$ cat src/rtl/ofs_fim_pcie_pkg.sv
`default_nettype none
// ============================================================================
//  Module      : ofs_fim_pcie_pkg
//  Description : Shared types and constants for the MSI-X interrupt scheduler.
//                Shadow-table entry layout, VF number width, init FSM
//                encoding and an index-width helper.
//  Revision    : 1.0 - initial release
// ============================================================================
package ofs_fim_pcie_pkg;

    localparam int MSIX_VF_NUM_W = 11;

    // Per-function shadow of the EP's MSI-X related config bits
    typedef struct packed {
        logic en;
        logic mask;
        logic bme;
    } t_msix_shdw_entry;

    // Shadow init FSM encoding
    localparam logic [0:0] SHDW_INIT = 1'b0;
    localparam logic [0:0] SHDW_RUN  = 1'b1;

    // Index width for an n-entry table, never below one bit
    function automatic int idx_w(input int n);
        return (n > 1) ? $clog2(n) : 1;
    endfunction

    // Map the low cfg bits {en, mask, bme} of a shadow record to an entry
    function automatic t_msix_shdw_entry cfg_to_entry(input logic [2:0] cfg);
        t_msix_shdw_entry e;
        e.en   = cfg[2];
        e.mask = cfg[1];
        e.bme  = cfg[0];
        return e;
    endfunction

endpackage
`default_nettype wire

$ cat src/rtl/pcie_msix_irq_sched_if.sv
`default_nettype none
// ============================================================================
//  Module      : pcie_msix_irq_sched_if
//  Description : Shadow-record input, interrupt request and grant handshake
//                bundle of the MSI-X interrupt scheduler. The slave modport
//                is the scheduler's view, master is the surrounding logic.
//  Revision    : 1.0 - initial release
// ============================================================================
interface pcie_msix_irq_sched_if #(
    parameter int NUM_VF = 4
);
    import ofs_fim_pcie_pkg::*;

    logic                     ctl_shdw_update;
    logic [1:0]               ctl_shdw_pf_num;
    logic [MSIX_VF_NUM_W-1:0] ctl_shdw_vf_num;
    logic                     ctl_shdw_vf_active;
    logic [6:0]               ctl_shdw_cfg;
    logic                     ctl_shdw_req_all;
    logic                     shdw_rescan;
    logic [NUM_VF:0]          irq_req;
    logic                     irq_valid;
    logic                     irq_ready;
    logic                     irq_vf_active;
    logic [MSIX_VF_NUM_W-1:0] irq_vf_num;
    logic [NUM_VF:0]          irq_pending;

    modport slave (
        input  ctl_shdw_update, ctl_shdw_pf_num, ctl_shdw_vf_num,
               ctl_shdw_vf_active, ctl_shdw_cfg, shdw_rescan, irq_req,
               irq_ready,
        output ctl_shdw_req_all, irq_valid, irq_vf_active, irq_vf_num,
               irq_pending
    );

    modport master (
        output ctl_shdw_update, ctl_shdw_pf_num, ctl_shdw_vf_num,
               ctl_shdw_vf_active, ctl_shdw_cfg, shdw_rescan, irq_req,
               irq_ready,
        input  ctl_shdw_req_all, irq_valid, irq_vf_active, irq_vf_num,
               irq_pending
    );

endinterface
`default_nettype wire

$ cat src/rtl/pcie_msix_irq_sched_rr_arb.sv
`default_nettype none
// ============================================================================
//  Module      : msix_rr_arb
//  Description : Round-robin arbiter. Search starts at the index following
//                the last granted one; grant is combinational one-hot, the
//                pointer moves only when the caller accepts it (advance).
//  Revision    : 1.0 - initial release
// ============================================================================
module msix_rr_arb
    import ofs_fim_pcie_pkg::*;
#(
    parameter int N = 5
) (
    input  wire logic         clk,
    input  wire logic         rst_n,
    input  wire logic [N-1:0] req,
    input  wire logic         advance,
    output logic      [N-1:0] gnt
);
    localparam int IDX_W = idx_w(N);

    logic [IDX_W-1:0] ptr;
    logic [IDX_W-1:0] gidx;
    logic [IDX_W:0]   cand;
    logic             found;

    // First requester at or after the pointer, wrapping at N
    always_comb begin
        gnt   = '0;
        gidx  = '0;
        found = 1'b0;
        cand  = '0;
        for (int off = 0; off < N; off++) begin
            cand = {1'b0, ptr} + (IDX_W+1)'(off);
            if (cand >= (IDX_W+1)'(N)) begin
                cand = cand - (IDX_W+1)'(N);
            end
            if (!found && req[cand[IDX_W-1:0]]) begin
                found                 = 1'b1;
                gnt[cand[IDX_W-1:0]]  = 1'b1;
                gidx                  = cand[IDX_W-1:0];
            end
        end
    end

    // Pointer moves to the slot after an accepted grant
    always_ff @(posedge clk or negedge rst_n) begin
        if (!rst_n) begin
            ptr <= '0;
        end else if (advance) begin
            ptr <= (gidx == IDX_W'(N-1)) ? '0 : gidx + IDX_W'(1);
        end
    end

endmodule
`default_nettype wire

$ cat src/rtl/pcie_msix_irq_sched.sv
`default_nettype none
// ============================================================================
//  Module      : pcie_msix_irq_sched
//  Description : MSI-X interrupt scheduler for PF0 and its VFs. Keeps a
//                shadow of {en, mask, bme} per function fed by EP shadow
//                records, coalesces interrupt requests into pending bits and
//                grants eligible functions round-robin over a valid/ready
//                handshake. Build macro MSIX_SHDW_BME_GATE_EN additionally
//                gates eligibility on bus master enable.
//  Revision    : 1.0 - initial release
// ============================================================================
module pcie_msix_irq_sched
    import ofs_fim_pcie_pkg::*;
#(
    parameter int NUM_VF      = 4,
    parameter int TIMEOUT_CYC = 1024
) (
    input  wire logic           fim_clk,
    input  wire logic           fim_rst_n,
    pcie_msix_irq_sched_if.slave bus
);
    localparam int NUM_ENT = NUM_VF + 1;
    localparam int IDX_W   = idx_w(NUM_ENT);
    localparam int CNT_W   = idx_w(TIMEOUT_CYC);

    // Init FSM and dump-request timeout
    logic [0:0]       state;
    logic [0:0]       state_nxt;
    logic [CNT_W-1:0] tmo_cnt;
    logic             tmo_drop;
    logic             req_all;
    logic             grant_en;

    // Shadow table
    t_msix_shdw_entry shdw_tbl [NUM_ENT];
    logic             wr_en;
    logic [IDX_W-1:0] wr_idx;
    logic [NUM_ENT-1:0] en_vec;
    logic [NUM_ENT-1:0] mask_vec;
    logic [NUM_ENT-1:0] bme_vec;
    logic [NUM_ENT-1:0] dis_clr;

    // Pending / arbitration / grant
    logic [NUM_ENT-1:0] pending;
    logic [NUM_ENT-1:0] elig;
    logic [NUM_ENT-1:0] arb_req;
    logic [NUM_ENT-1:0] arb_gnt;
    logic [NUM_ENT-1:0] grant_oh;
    logic [NUM_ENT-1:0] hs_clr;
    logic [IDX_W-1:0]   gnt_idx;
    logic               hs;
    logic               load;
    logic               valid;
    logic               vf_active;
    logic [MSIX_VF_NUM_W-1:0] vf_num;

    logic unused_cfg_hi;
    assign unused_cfg_hi = ^bus.ctl_shdw_cfg[6:3];

    // Only PF0 records for the PF itself or an existing VF update the table
    assign wr_en  = bus.ctl_shdw_update && (bus.ctl_shdw_pf_num == 2'd0) &&
                    (!bus.ctl_shdw_vf_active ||
                     (bus.ctl_shdw_vf_num < MSIX_VF_NUM_W'(NUM_VF)));
    assign wr_idx = bus.ctl_shdw_vf_active ?
                    IDX_W'(bus.ctl_shdw_vf_num) + IDX_W'(1) : '0;

    // Init FSM state register
    always_ff @(posedge fim_clk or negedge fim_rst_n) begin
        if (!fim_rst_n) begin
            state <= SHDW_INIT;
        end else begin
            state <= state_nxt;
        end
    end

    // Init FSM next state: any record ends the dump wait, rescan restarts it
    always_comb begin
        state_nxt = state;
        case (state)
            SHDW_INIT: if (bus.ctl_shdw_update) state_nxt = SHDW_RUN;
            SHDW_RUN:  if (bus.shdw_rescan)     state_nxt = SHDW_INIT;
            default:   state_nxt = SHDW_INIT;
        endcase
    end

    // Init FSM outputs: dump request (with one-cycle timeout gap), grant gate
    always_comb begin
        req_all  = (state == SHDW_INIT) && !tmo_drop;
        grant_en = (state == SHDW_RUN);
    end

    // Timeout counter: after TIMEOUT_CYC quiet cycles drop req_all once
    always_ff @(posedge fim_clk or negedge fim_rst_n) begin
        if (!fim_rst_n) begin
            tmo_cnt  <= '0;
            tmo_drop <= 1'b0;
        end else if ((state != SHDW_INIT) || bus.ctl_shdw_update || tmo_drop) begin
            tmo_cnt  <= '0;
            tmo_drop <= 1'b0;
        end else if (tmo_cnt == CNT_W'(TIMEOUT_CYC-1)) begin
            tmo_cnt  <= '0;
            tmo_drop <= 1'b1;
        end else begin
            tmo_cnt  <= tmo_cnt + CNT_W'(1);
        end
    end

    // Shadow table write
    always_ff @(posedge fim_clk or negedge fim_rst_n) begin
        if (!fim_rst_n) begin
            for (int i = 0; i < NUM_ENT; i++) begin
                shdw_tbl[i] <= '0;
            end
        end else if (wr_en) begin
            for (int i = 0; i < NUM_ENT; i++) begin
                if (wr_idx == IDX_W'(i)) begin
                    shdw_tbl[i] <= cfg_to_entry(bus.ctl_shdw_cfg[2:0]);
                end
            end
        end
    end

    // Unpack the table into bit vectors; flag entries being disabled
    always_comb begin
        en_vec   = '0;
        mask_vec = '0;
        bme_vec  = '0;
        dis_clr  = '0;
        for (int i = 0; i < NUM_ENT; i++) begin
            en_vec[i]   = shdw_tbl[i].en;
            mask_vec[i] = shdw_tbl[i].mask;
            bme_vec[i]  = shdw_tbl[i].bme;
            dis_clr[i]  = wr_en && (wr_idx == IDX_W'(i)) && !bus.ctl_shdw_cfg[2];
        end
    end

`ifdef MSIX_SHDW_BME_GATE_EN
    assign elig = pending & en_vec & ~mask_vec & bme_vec & {NUM_ENT{grant_en}};
`else
    logic unused_bme;
    assign unused_bme = ^bme_vec;
    assign elig = pending & en_vec & ~mask_vec & {NUM_ENT{grant_en}};
`endif

    // A function being handed off this cycle must not be re-granted at once
    assign hs      = valid && bus.irq_ready;
    assign hs_clr  = hs ? grant_oh : '0;
    assign arb_req = elig & ~hs_clr;
    assign load    = (!valid || hs) && (|arb_req);

    msix_rr_arb #(
        .N (NUM_ENT)
    ) u_rr_arb (
        .clk     (fim_clk),
        .rst_n   (fim_rst_n),
        .req     (arb_req),
        .advance (load),
        .gnt     (arb_gnt)
    );

    // One-hot grant to entry index
    always_comb begin
        gnt_idx = '0;
        for (int i = 0; i < NUM_ENT; i++) begin
            if (arb_gnt[i]) gnt_idx = IDX_W'(i);
        end
    end

    // Pending bits: new request wins over handshake or disable clear
    always_ff @(posedge fim_clk or negedge fim_rst_n) begin
        if (!fim_rst_n) begin
            pending <= '0;
        end else begin
            pending <= bus.irq_req | (pending & ~hs_clr & ~dis_clr);
        end
    end

    // Grant register: held until accepted, reloaded back-to-back on handshake
    always_ff @(posedge fim_clk or negedge fim_rst_n) begin
        if (!fim_rst_n) begin
            valid     <= 1'b0;
            vf_active <= 1'b0;
            vf_num    <= '0;
            grant_oh  <= '0;
        end else if (load) begin
            valid     <= 1'b1;
            vf_active <= (gnt_idx != '0);
            vf_num    <= (gnt_idx == '0) ? '0 :
                         MSIX_VF_NUM_W'(gnt_idx) - MSIX_VF_NUM_W'(1);
            grant_oh  <= arb_gnt;
        end else if (hs) begin
            valid     <= 1'b0;
        end
    end

    assign bus.ctl_shdw_req_all = req_all;
    assign bus.irq_valid        = valid;
    assign bus.irq_vf_active    = vf_active;
    assign bus.irq_vf_num       = vf_num;
    assign bus.irq_pending      = pending;

endmodule
`default_nettype wire

$ cat src/flat_wrapper.sv
// flat-port wrapper written by rule: the top's interface ports become plain ports
module pcie_msix_irq_sched_flat import ofs_fim_pcie_pkg::*;
#(
    parameter int NUM_VF      = 4,
    parameter int TIMEOUT_CYC = 1024
)
  (fim_clk, fim_rst_n, bus_ctl_shdw_update, bus_ctl_shdw_pf_num, bus_ctl_shdw_vf_num, bus_ctl_shdw_vf_active, bus_ctl_shdw_cfg, bus_shdw_rescan, bus_irq_req, bus_irq_ready, bus_ctl_shdw_req_all, bus_irq_valid, bus_irq_vf_active, bus_irq_vf_num, bus_irq_pending);
  pcie_msix_irq_sched_if #(.NUM_VF(NUM_VF)) bus_i ();
  input  wire logic fim_clk;
  input  wire logic fim_rst_n;
  input wire logic [$bits(bus_i.ctl_shdw_update)-1:0] bus_ctl_shdw_update;
  input wire logic [$bits(bus_i.ctl_shdw_pf_num)-1:0] bus_ctl_shdw_pf_num;
  input wire logic [$bits(bus_i.ctl_shdw_vf_num)-1:0] bus_ctl_shdw_vf_num;
  input wire logic [$bits(bus_i.ctl_shdw_vf_active)-1:0] bus_ctl_shdw_vf_active;
  input wire logic [$bits(bus_i.ctl_shdw_cfg)-1:0] bus_ctl_shdw_cfg;
  input wire logic [$bits(bus_i.shdw_rescan)-1:0] bus_shdw_rescan;
  input wire logic [$bits(bus_i.irq_req)-1:0] bus_irq_req;
  input wire logic [$bits(bus_i.irq_ready)-1:0] bus_irq_ready;
  output wire logic [$bits(bus_i.ctl_shdw_req_all)-1:0] bus_ctl_shdw_req_all;
  output wire logic [$bits(bus_i.irq_valid)-1:0] bus_irq_valid;
  output wire logic [$bits(bus_i.irq_vf_active)-1:0] bus_irq_vf_active;
  output wire logic [$bits(bus_i.irq_vf_num)-1:0] bus_irq_vf_num;
  output wire logic [$bits(bus_i.irq_pending)-1:0] bus_irq_pending;
  assign bus_i.ctl_shdw_update = bus_ctl_shdw_update;
  assign bus_i.ctl_shdw_pf_num = bus_ctl_shdw_pf_num;
  assign bus_i.ctl_shdw_vf_num = bus_ctl_shdw_vf_num;
  assign bus_i.ctl_shdw_vf_active = bus_ctl_shdw_vf_active;
  assign bus_i.ctl_shdw_cfg = bus_ctl_shdw_cfg;
  assign bus_i.shdw_rescan = bus_shdw_rescan;
  assign bus_i.irq_req = bus_irq_req;
  assign bus_i.irq_ready = bus_irq_ready;
  assign bus_ctl_shdw_req_all = bus_i.ctl_shdw_req_all;
  assign bus_irq_valid = bus_i.irq_valid;
  assign bus_irq_vf_active = bus_i.irq_vf_active;
  assign bus_irq_vf_num = bus_i.irq_vf_num;
  assign bus_irq_pending = bus_i.irq_pending;
  pcie_msix_irq_sched #(.NUM_VF(NUM_VF), .TIMEOUT_CYC(TIMEOUT_CYC)) u_core (.fim_clk(fim_clk), .fim_rst_n(fim_rst_n), .bus(bus_i));
endmodule
$ cat config.mk
export PLATFORM = sky130hd
export DESIGN_NAME = pcie_msix_irq_sched_flat
export DESIGN_NICKNAME = d
export VERILOG_FILES = /design/src/rtl/ofs_fim_pcie_pkg.sv /design/src/rtl/pcie_msix_irq_sched_if.sv /design/src/rtl/pcie_msix_irq_sched_rr_arb.sv /design/src/rtl/pcie_msix_irq_sched.sv /design/src/flat_wrapper.sv
export SDC_FILE = /design/constraint.sdc
export NUM_CORES = 1
export LEC_CHECK = 0
export ABC_AREA = 1
export CORE_UTILIZATION = 40
export CTS_BUF_LIST = sky130_fd_sc_hd__clkbuf_4
export CTS_CLUSTER_SIZE = 20
export DETAILED_ROUTE_END_ITERATION = 8
export PLACE_DENSITY = 0.63
export SETUP_SLACK_MARGIN = 0.02
export SYNTH_ARGS = -nofsm -noshare
export SYNTH_HDL_FRONTEND = slang
export SYNTH_SLANG_ARGS = --single-unit
$ cat constraint.sdc
create_clock -name fim_clk -period 3.7 [get_ports fim_clk]
set_input_delay 0.74 -clock fim_clk [delete_from_list [all_inputs] [get_ports fim_clk]]
set_output_delay 0.74 -clock fim_clk [all_outputs]
set_load 0.02 [all_outputs]
### Yosys cells after proc, flatten, opt, wreduce, memory -nomap -nowiden

Index checks and enable logic that the tools add are counted.

* memory bits (writable): 0
* input bits: 31
* bits in read-only memories: 0
* memories: 0
* bits in latches: 0
* flip-flop bits (word level): 48
* output and inout port bits: 19
* word-level logic and storage cells: 173

* div/mod/pow operators: 0
* magnitude comparators: 16
* eq/ne operators: 6
* shift-type cells: 0
* reductions and logical operators: 48
* multipliers: 0
* add/sub/neg operators: 13
* bitwise logic cells: 15
* muxes and demuxes: 56

Operators by type and width (number)
* $mux W3: 13
* $and A5 B5 Y5: 6
* $mux W5: 6
* $or A5 B5 Y5: 5
* $logic_and A1 B1 Y1: 24
* $mux W1: 21
* $lt A3 B4 Y1 const B: 5
* $mux W10: 2
* $ge A4 B3 Y1 const B: 4
* $bmux W1 S3: 5
* $demux W1 S3: 5
* $ge A3 B1 Y1 const B: 5
* $not A5 Y5: 3
* $sub A3 B3 Y3 const B: 5
* $lt A11 B3 Y1 const B: 1
* $mux W11: 1
* $add A10 B1 Y10 const B: 1
* $eq A10 B10 Y1 const B: 1
* $reduce_and A2 Y1: 5
* $add A3 B2 Y4 const B: 2
* $logic_not A1 Y1: 8
* $add A3 B1 Y3 const B: 2
* $eq A3 B2 Y1 const B: 2
* $eq A3 B3 Y1 const B: 2
* other kinds (14): 20

### Logic depth before layout (Yosys ltp)

Gate-level depths: netlist of the first run.

* depth after elaboration: 25
* gate-level depth with buffers: 25
* mapped depth without buffers: 25

### Cells and area by module

A second synthesis of the first run with hierarchy kept.

* cell total of the unflattened synthesis: 501
* area, all modules: 3419.5 um^2

By module, submodules not included
* pcie_msix_irq_sched: times used 1, cells an instance 261, sequential area each 950.9 um^2, area each 2015.7 um^2
* msix_rr_arb: times used 1, cells an instance 240, sequential area each 75.1 um^2, area each 1403.8 um^2

### Worst setup path before layout of the first run

OpenSTA, ideal clock, no wires.

* path type: flip-flop to flip-flop
* start: register u_core.u_rr_arb.ptr[0]
* end: register u_core.u_rr_arb.ptr[0]
* clock period less this slack: 3047 ps
* arrival: 2982 ps
* buffers on the path: 0
* stages on the path, launching flop included: 22
* setup time: 66 ps
* setup slack: 653 ps
* data required time: 3634 ps
* cells stage by stage: dfrtp_1 inv_2 ha_1 inv_1 fa_1 o21bai_2 o21ai_1 nor2_1 nand3_1 nand2_1 nor2_1 nand4_1 nand2_1 clkinv_1 nand2_1 nor2_2 nand2_2 inv_2 ha_1 a21oi_1 nand2_1 nand2_1

* word-level cells in the longest chain between the ends: 19
* elaborated cells on any way between the ends: 49
* classes of those cells: 10 x add/sub; 5 x order compare; 1 x eq/ne; 25 x mux; 8 x reduce/logical

Ends and longest elaborated chain
* start: declaration: RTL line pcie_msix_irq_sched_rr_arb.sv:22 `logic [IDX_W-1:0] ptr;`
* start signal: assignment: RTL line pcie_msix_irq_sched_rr_arb.sv:51 `ptr <= (gidx == IDX_W'(N-1)) ? '0 : gidx + IDX_W'(1);`
* parallel branches: the longest is 16 deep, another holds $add A3 B1 Y4
* $mux W3 *: RTL line pcie_msix_irq_sched_rr_arb.sv:38 `if (!found && req[cand[IDX_W-1:0]]) begin`
* $add A3 B1 Y3 / $eq A3 B3 Y1 (equally long branches): RTL line pcie_msix_irq_sched_rr_arb.sv:51
* $mux W3 *: RTL line pcie_msix_irq_sched_rr_arb.sv:51

Every way passes the cells marked *. The select of a mux whose other input is x is not followed.
A chain may end at the register's enable or synchronous reset.

### Worst setup path in the final report of the first run

Same ends and word-level chain as after synthesis.

==> impl_metrics.csv, run 1 <==
group,metric,value,unit
final_layout,syn2layout_area_growth,19.6,%
floorplanning,core-area,0.00777,mm²
route,vias_per_cell,4.96,
timing,rsz0062_at_grt,"no",
timing,hold_viol_final,0,
global_route,grt_usage,19.3,%
global_route,grt_pass1_wl,13.0,mm
floorplanning,rows,32,
critical_path,cp_slowest_cell,"dfrtp_1",
final_layout,n_fill_cell,792,
cts,clock-root-buffer,"clkbuf_4",
timing,tightestPinTransition,894,ps
synthesis,seq_area_frac_synth,31.8,%
synthesis,syn_nets,511,
critical_path,worstSetupStartpointType,"flip-flop",
cts,cts_tree,"done",
timing,max_freq,303,MHz
critical_path,worstPathArrival,3590,ps
global_route,grt_overflow_total,0,
timing,layout_setup_ws,404,ps
route,ant_nets,0,
final_layout,layout_commonest_cell,"nand2_1",
route,drc,0,
cts,clock_sinks,41,
outcome,status,"finished clean",
place,dpl_worst_slack,101,ps
timing,final.setup_skew,7.42,ps
place,routabilityCongestion,0.871,
timing,fin_setup_tns,0,ps
cts,clkTransAtPathRegs,120,ps
synthesis,synth_cells,467,
place,dpl.hpwl,6.06,mm
critical_path,crit_chain,"inv_4, ha_1, inv_1, fa_1, o21bai_2, nand2_1, nand2_1, nor2_2, nand2_1, nor2_2, inv_1, nand3_2, nand2_1, nor2_2, nand3_1, nand2_1, nor2_2, nand2_2, inv_2, ha_1, a21oi_1, nand2_1, nand2_1",
synthesis,synth_warnings,0,
cts,cts_buffers,5,
global_route,grt_pass1_vias,2819,
route,post_drt_wl_per_cell,12.5,µm
critical_path,path_class,"flip-flop to flip-flop",
route,via_count,3056,
final_layout,num-nets-final,557,
final_layout,multi_input_area,0.00191,mm²
synthesis,synth_area_per_cell,6.91,µm²
critical_path,crit_fanout,9,
cts,postCtsSetupBuffers,0,
floorplanning,start_util,41.5,%
final_layout,fin_util,49.7,%
min_path,hold_class,"flip-flop to flip-flop",
global_route,grt_max_degree,42,
final_layout,ff_latch_area,0.00103,mm²
cts,clockBufferDepth,2,
timing,fin_crit_sh,89.1,%
critical_path,end_kind,"flip-flop",
final_layout,fin_cells,616,
floorplanning,die_w,91.8,µm
floorplanning,ioPinCount,50,
floorplanning,dieArea,0.00843,mm²
synthesis,synth_cell_type_count,44,
synthesis,ys_ff_latch,41,
cts,ctsHoldBuffers,0,
flow_run,cap_violations,0,
synthesis,netlist_area,0.00323,mm²
route,drt-pass1-iter-count,4,
global_route,antenna_found_initial,0,
final_layout,final_layout_size_suffix_gt1_share,13.6,%
timing,fin_crit,3300,ps
cts,htree_levels,2,
critical_path,cpPeakStageDelay,430,ps
critical_path,worstPathRequired,3990,ps
critical_path,cpMostUsedCell,"nand2_1",
timing,relSlewSlack,40.4,%
final_layout,layout_common_cells,"nand2_1 (131), nor2_1 (49), inv_1 (46), nand3_1 (45), clkdlybuf4s50_1 (43)",
final_layout,diodes,0,
timing,setup_violations,0,
route,drt-initial-drc-count,178,
cts,clk_latency,350,ps
place,portBuffers,44,
place,dp.cells,608,
floorplanning,die_h,91.8,µm
route,wirelength,7.70,mm
timing,drv_slew,0,
## synth_stat cells (all sizes together)
master  instances  area (µm²)
nand3b          1        7.51
nor3           14        75.1
nor2           63         300
fa              1        20.0
o21a            1        7.51
a31oi           2        12.5
nand4          15         100
o21ai          20         108
inv            55         206
nor3b           4        35.0
nor4            2        12.5
o21bai          6        48.8
and2            1        6.26
clkbuf          3        12.5
o211ai          1        7.51
nand2         144         578
nand3          52         303
dfrtp          41        1030
buf            10        80.1
or2             1        6.26
clkinv          3        11.3
xnor2           2        17.5
xor2            3        33.8
ha             12         150
a21oi          10        61.3
## area by class of cell
class | instances | share of cell area [%]
well taps | 102 | 3.31
inverters | 58 | 5.71
multi-input cells | 355 | 49.5
clock buffers | 5 | 0.973
repair buffers | 52 | 12.8
flip-flops and latches | 41 | 26.6
clock inverters | 3 | 1.07
## registers in the layout (all words and copies together) (netlist names)
signal,flops
u_core.mask_vec,5
u_core.bus.irq_valid,1
u_core.bus.irq_vf_active,1
u_core.u_rr_arb.ptr,3
u_core.tmo_cnt,10
u_core.grant_oh,5
u_core.bus.irq_vf_num,4
u_core.tmo_drop,1
u_core.grant_en,1
u_core.bus.irq_pending,5
u_core.en_vec,5
## worst max-delay path: cells and delay by family, from the launching register on
family                     cells  cell delay [ps]
DFF                            1              430
adders and majority gates      3              710
and+or+nand+nor               14             1400
AOI/OAI and AO/OA              2              410
buffers and inverters          4              300
## stage by stage
step	hold slack (ps)	area, µm²
finish	491	3860
floorplan	432	3230
detailed placement	458	3760
global route	523	3860
global placement	450	3760
CTS	486	3840
## repair_timing
item,CTS,global route
resized for setup,0,10
endpoints found under the hold margin,0,0
endpoints found under the setup margin,0,3
## per-layer routing
layer  up-vias  part of all wire, %  track usage (%)
li1       1589                    -                -
met5         -                    0                0
met2        59                   49             33.1
met4         0                 0.78             4.30
met1      1404                   47             26.1
met3         4                  3.2             2.16
## worst paths after layout
kind / start / endpoint / slack (ps) / cells past startpoint
worst max register to register: u_core.u_rr_arb.ptr[0]$_DFFE_PN0P_ / u_core.u_rr_arb.ptr[0]$_DFFE_PN0P_ / 400 / 23
min in group asynchronous: fim_rst_n / u_core.tmo_cnt[4]$_DFF_PN0_ / 500 / 1
max in group asynchronous: fim_rst_n / u_core.u_rr_arb.ptr[1]$_DFFE_PN0P_ / 2590 / 1
worst min-delay path: u_core.tmo_cnt[0]$_DFF_PN0_ / u_core.tmo_cnt[0]$_DFF_PN0_ / 490 / 1
worst max-delay path: u_core.u_rr_arb.ptr[0]$_DFFE_PN0P_ / u_core.u_rr_arb.ptr[0]$_DFFE_PN0P_ / 400 / 23
worst min register to register: u_core.tmo_cnt[0]$_DFF_PN0_ / u_core.tmo_cnt[0]$_DFF_PN0_ / 490 / 1
## kinds of logic (layout without fill, tap and decap cells)
| family | count (synthesis) | after routing | synth area share [%] |
|---|---|---|---|
| and+or+nand+nor | 297 | 297 | 44.1 |
| buffers and inverters | 71 | 118 | 9.62 |
| DFF | 41 | 41 | 31.8 |
| AOI/OAI and AO/OA | 40 | 40 | 7.60 |
| adders and majority gates | 13 | 13 | 5.27 |
| xor gates and xnor gates | 5 | 5 | 1.59 |
Power of run 1 is left out: the tool's default activity adds up to more than one toggle a clock period on the data nets, which glitch-free logic cannot reach.
==> run 2, diff against run 1 <==
--- a/config.mk
+++ b/config.mk
@@ -6,12 +6,14 @@
 export NUM_CORES = 1
 export LEC_CHECK = 0
 export ABC_AREA = 1
+export CAP_MARGIN = 10
+export CELL_PAD_IN_SITES_DETAIL_PLACEMENT = 1
+export CELL_PAD_IN_SITES_GLOBAL_PLACEMENT = 1
 export CORE_UTILIZATION = 40
 export CTS_BUF_LIST = sky130_fd_sc_hd__clkbuf_4
 export CTS_CLUSTER_SIZE = 20
 export DETAILED_ROUTE_END_ITERATION = 8
-export PLACE_DENSITY = 0.63
-export SETUP_SLACK_MARGIN = 0.02
+export PLACE_DENSITY = 0.84
 export SYNTH_ARGS = -nofsm -noshare
 export SYNTH_HDL_FRONTEND = slang
 export SYNTH_SLANG_ARGS = --single-unit
==> run 2 against run 1 <==
  * Critical path depth is the same
  * Hold slack lost 18 ps
  * Cell area grew 0.75%
  * Die area is the same
  * Non-clock buffer count grew 4
  * Critical endpoint is now u_core.u_rr_arb.ptr[2]$_DFFE_PN0P_
  * Largest cell class unchanged
==> impl_metrics.csv, run 2 (synthesis gave the netlist of run 1 again) <==
group,metric,value,unit
route,drc,0,
global_route,grt_usage,23.0,%
final_layout,final_layout_size_suffix_gt1_share,14.3,%
outcome,status,"finished clean",
cts,clkTransAtPathRegs,140,ps
timing,setup_violations,0,
final_layout,syn2layout_area_growth,20.5,%
final_layout,largest_reg_flops,10,
timing,rsz0062_at_grt,"no",
place,dpl_worst_slack,-70.4,ps
timing,tightestPinTransition,931,ps
place,dpl.hpwl,7.44,mm
cts,clock_sinks,41,
critical_path,worstPathRequired,4000,ps
route,ant_nets,0,
route,wirelength,9.19,mm
global_route,antenna_found_initial,0,
cts,clk_latency,360,ps
floorplanning,die_w,91.8,µm
timing,max_freq,298,MHz
final_layout,layout_commonest_cell,"nand2_1",
route,via_count,3195,
cts,clock-root-buffer,"clkbuf_4",
floorplanning,start_util,41.5,%
critical_path,worstSetupStartpointType,"flip-flop",
timing,final.setup_skew,9.65,ps
critical_path,end_kind,"flip-flop",
global_route,grt_pass1_wl,15.6,mm
final_layout,layout_common_cells,"nand2_1 (130), nor2_1 (52), inv_1 (46), nand3_1 (45), clkdlybuf4s50_1 (43)",
floorplanning,core-area,0.00777,mm²
final_layout,diodes,0,
critical_path,crit_fanout,9,
final_layout,num-nets-final,561,
flow_run,cap_violations,0,
timing,drv_slew,0,
critical_path,r2r_cells,23,
floorplanning,dieArea,0.00843,mm²
final_layout,n_fill_cell,1008,
global_route,grt_pass1_vias,3341,
timing,fin_crit,3350,ps
critical_path,path_class,"flip-flop to flip-flop",
place,place_area,0.00379,mm²
final_layout,fin_area,0.00389,mm²
global_route,grt_overflow_total,0,
timing,layout_setup_ws,348,ps
critical_path,ff2ff_setup_slack,350,ps
place,routabilityCongestion,0.886,
route,post_drt_wl_per_cell,14.8,µm
floorplanning,ioPinCount,50,
final_layout,top_register,"u_core.tmo_cnt",
final_layout,fin_cells,620,
place,portBuffers,44,
min_path,worstHoldPathCells,1,
timing,relSlewSlack,38.0,%
cts,clockBufferDepth,2,
cts,cts_buffers,5,
timing,fin_crit_sh,90.6,%
cts,htree_levels,2,
min_path,hold_class,"flip-flop to flip-flop",
route,drt-initial-drc-count,83,
timing,hold_viol_final,0,
floorplanning,die_h,91.8,µm
critical_path,worstPathArrival,3660,ps
route,vias_per_cell,5.15,
place,dp.cells,612,
floorplanning,rows,32,
global_route,grt_max_degree,42,
cts,cts_tree,"done",
route,drt-pass1-iter-count,4,
[run 2: cell types whose count changed in the layout (fill, tap and decap cells not counted), sizes merged]
cell	before	now
buf	9	13
[run 2: stage by stage]
stage / hold WS (ps) / setup TNS, ps / util [%]
floorplan: 432 / 0 / -
global route: 506 / 0 / 50.0
finish: 473 / 0 / 50.0
global placement: 452 / 0 / 48.8
detailed placement: 457 / -135 / 48.8
CTS: 475 / 0 / 49.8
[run 2: worst max-delay path: stages, from the launching register on]
cell and delay (ps):
dfrtp_1 430, inv_4 130, ha_1 160, inv_1 60
fa_1 380, o21bai_2 230, nand2_1 70, nand2_1 120
nor2_1 170, nand2_1 80, nor2_1 140, inv_1 70
nand3_2 140, nand2_1 90, nor2_2 140, nand3_1 80
nand2_1 100, nor2_2 50, nand2_2 80, inv_2 40
ha_1 190, a21oi_2 170, nand2_1 70, nand2_1 70
[run 2: what timing repair did]
action / 4_1_cts / 5_1_grt
endpoints found under the setup margin: 0 / 3
setup buffers: 0 / 0
resized for setup: 0 / 8
hold buffers: 0 / 0
[run 2: cell type report]
class | count | area, µm² | area share [%]
timing repair buffer | 56 | 526 | 13.5
tap | 102 | 128 | 3.28
inverter | 58 | 220 | 5.66
clock buffer | 5 | 37.5 | 0.966
clock inverter | 3 | 46.3 | 1.19
sequential | 41 | 1030 | 26.4
multi-input combinational | 355 | 1900 | 49.0
[run 2: routing by layer]
layer / vias up / track usage [%] / wire [µm]
met5: - / 0 / 0
met4: 0 / 5.73 / 139
met3: 12 / 2.32 / 207
met1: 1529 / 28.2 / 4110
li1: 1603 / - / -
met2: 51 / 43.0 / 4740
[run 2: final timing paths]
check / startpoint / endpoint
setup / recovery: u_core.u_rr_arb.ptr[0]$_DFFE_PN0P_ / u_core.u_rr_arb.ptr[2]$_DFFE_PN0P_
hold / removal: u_core.tmo_cnt[0]$_DFF_PN0_ / u_core.tmo_cnt[0]$_DFF_PN0_
setup reg to reg: u_core.u_rr_arb.ptr[0]$_DFFE_PN0P_ / u_core.u_rr_arb.ptr[2]$_DFFE_PN0P_
hold reg to reg: u_core.tmo_cnt[0]$_DFF_PN0_ / u_core.tmo_cnt[0]$_DFF_PN0_
max in group asynchronous: fim_rst_n / u_core.u_rr_arb.ptr[1]$_DFFE_PN0P_
min in group asynchronous: fim_rst_n / u_core.u_rr_arb.ptr[0]$_DFFE_PN0P_
Power of run 2 is left out for the same reason.
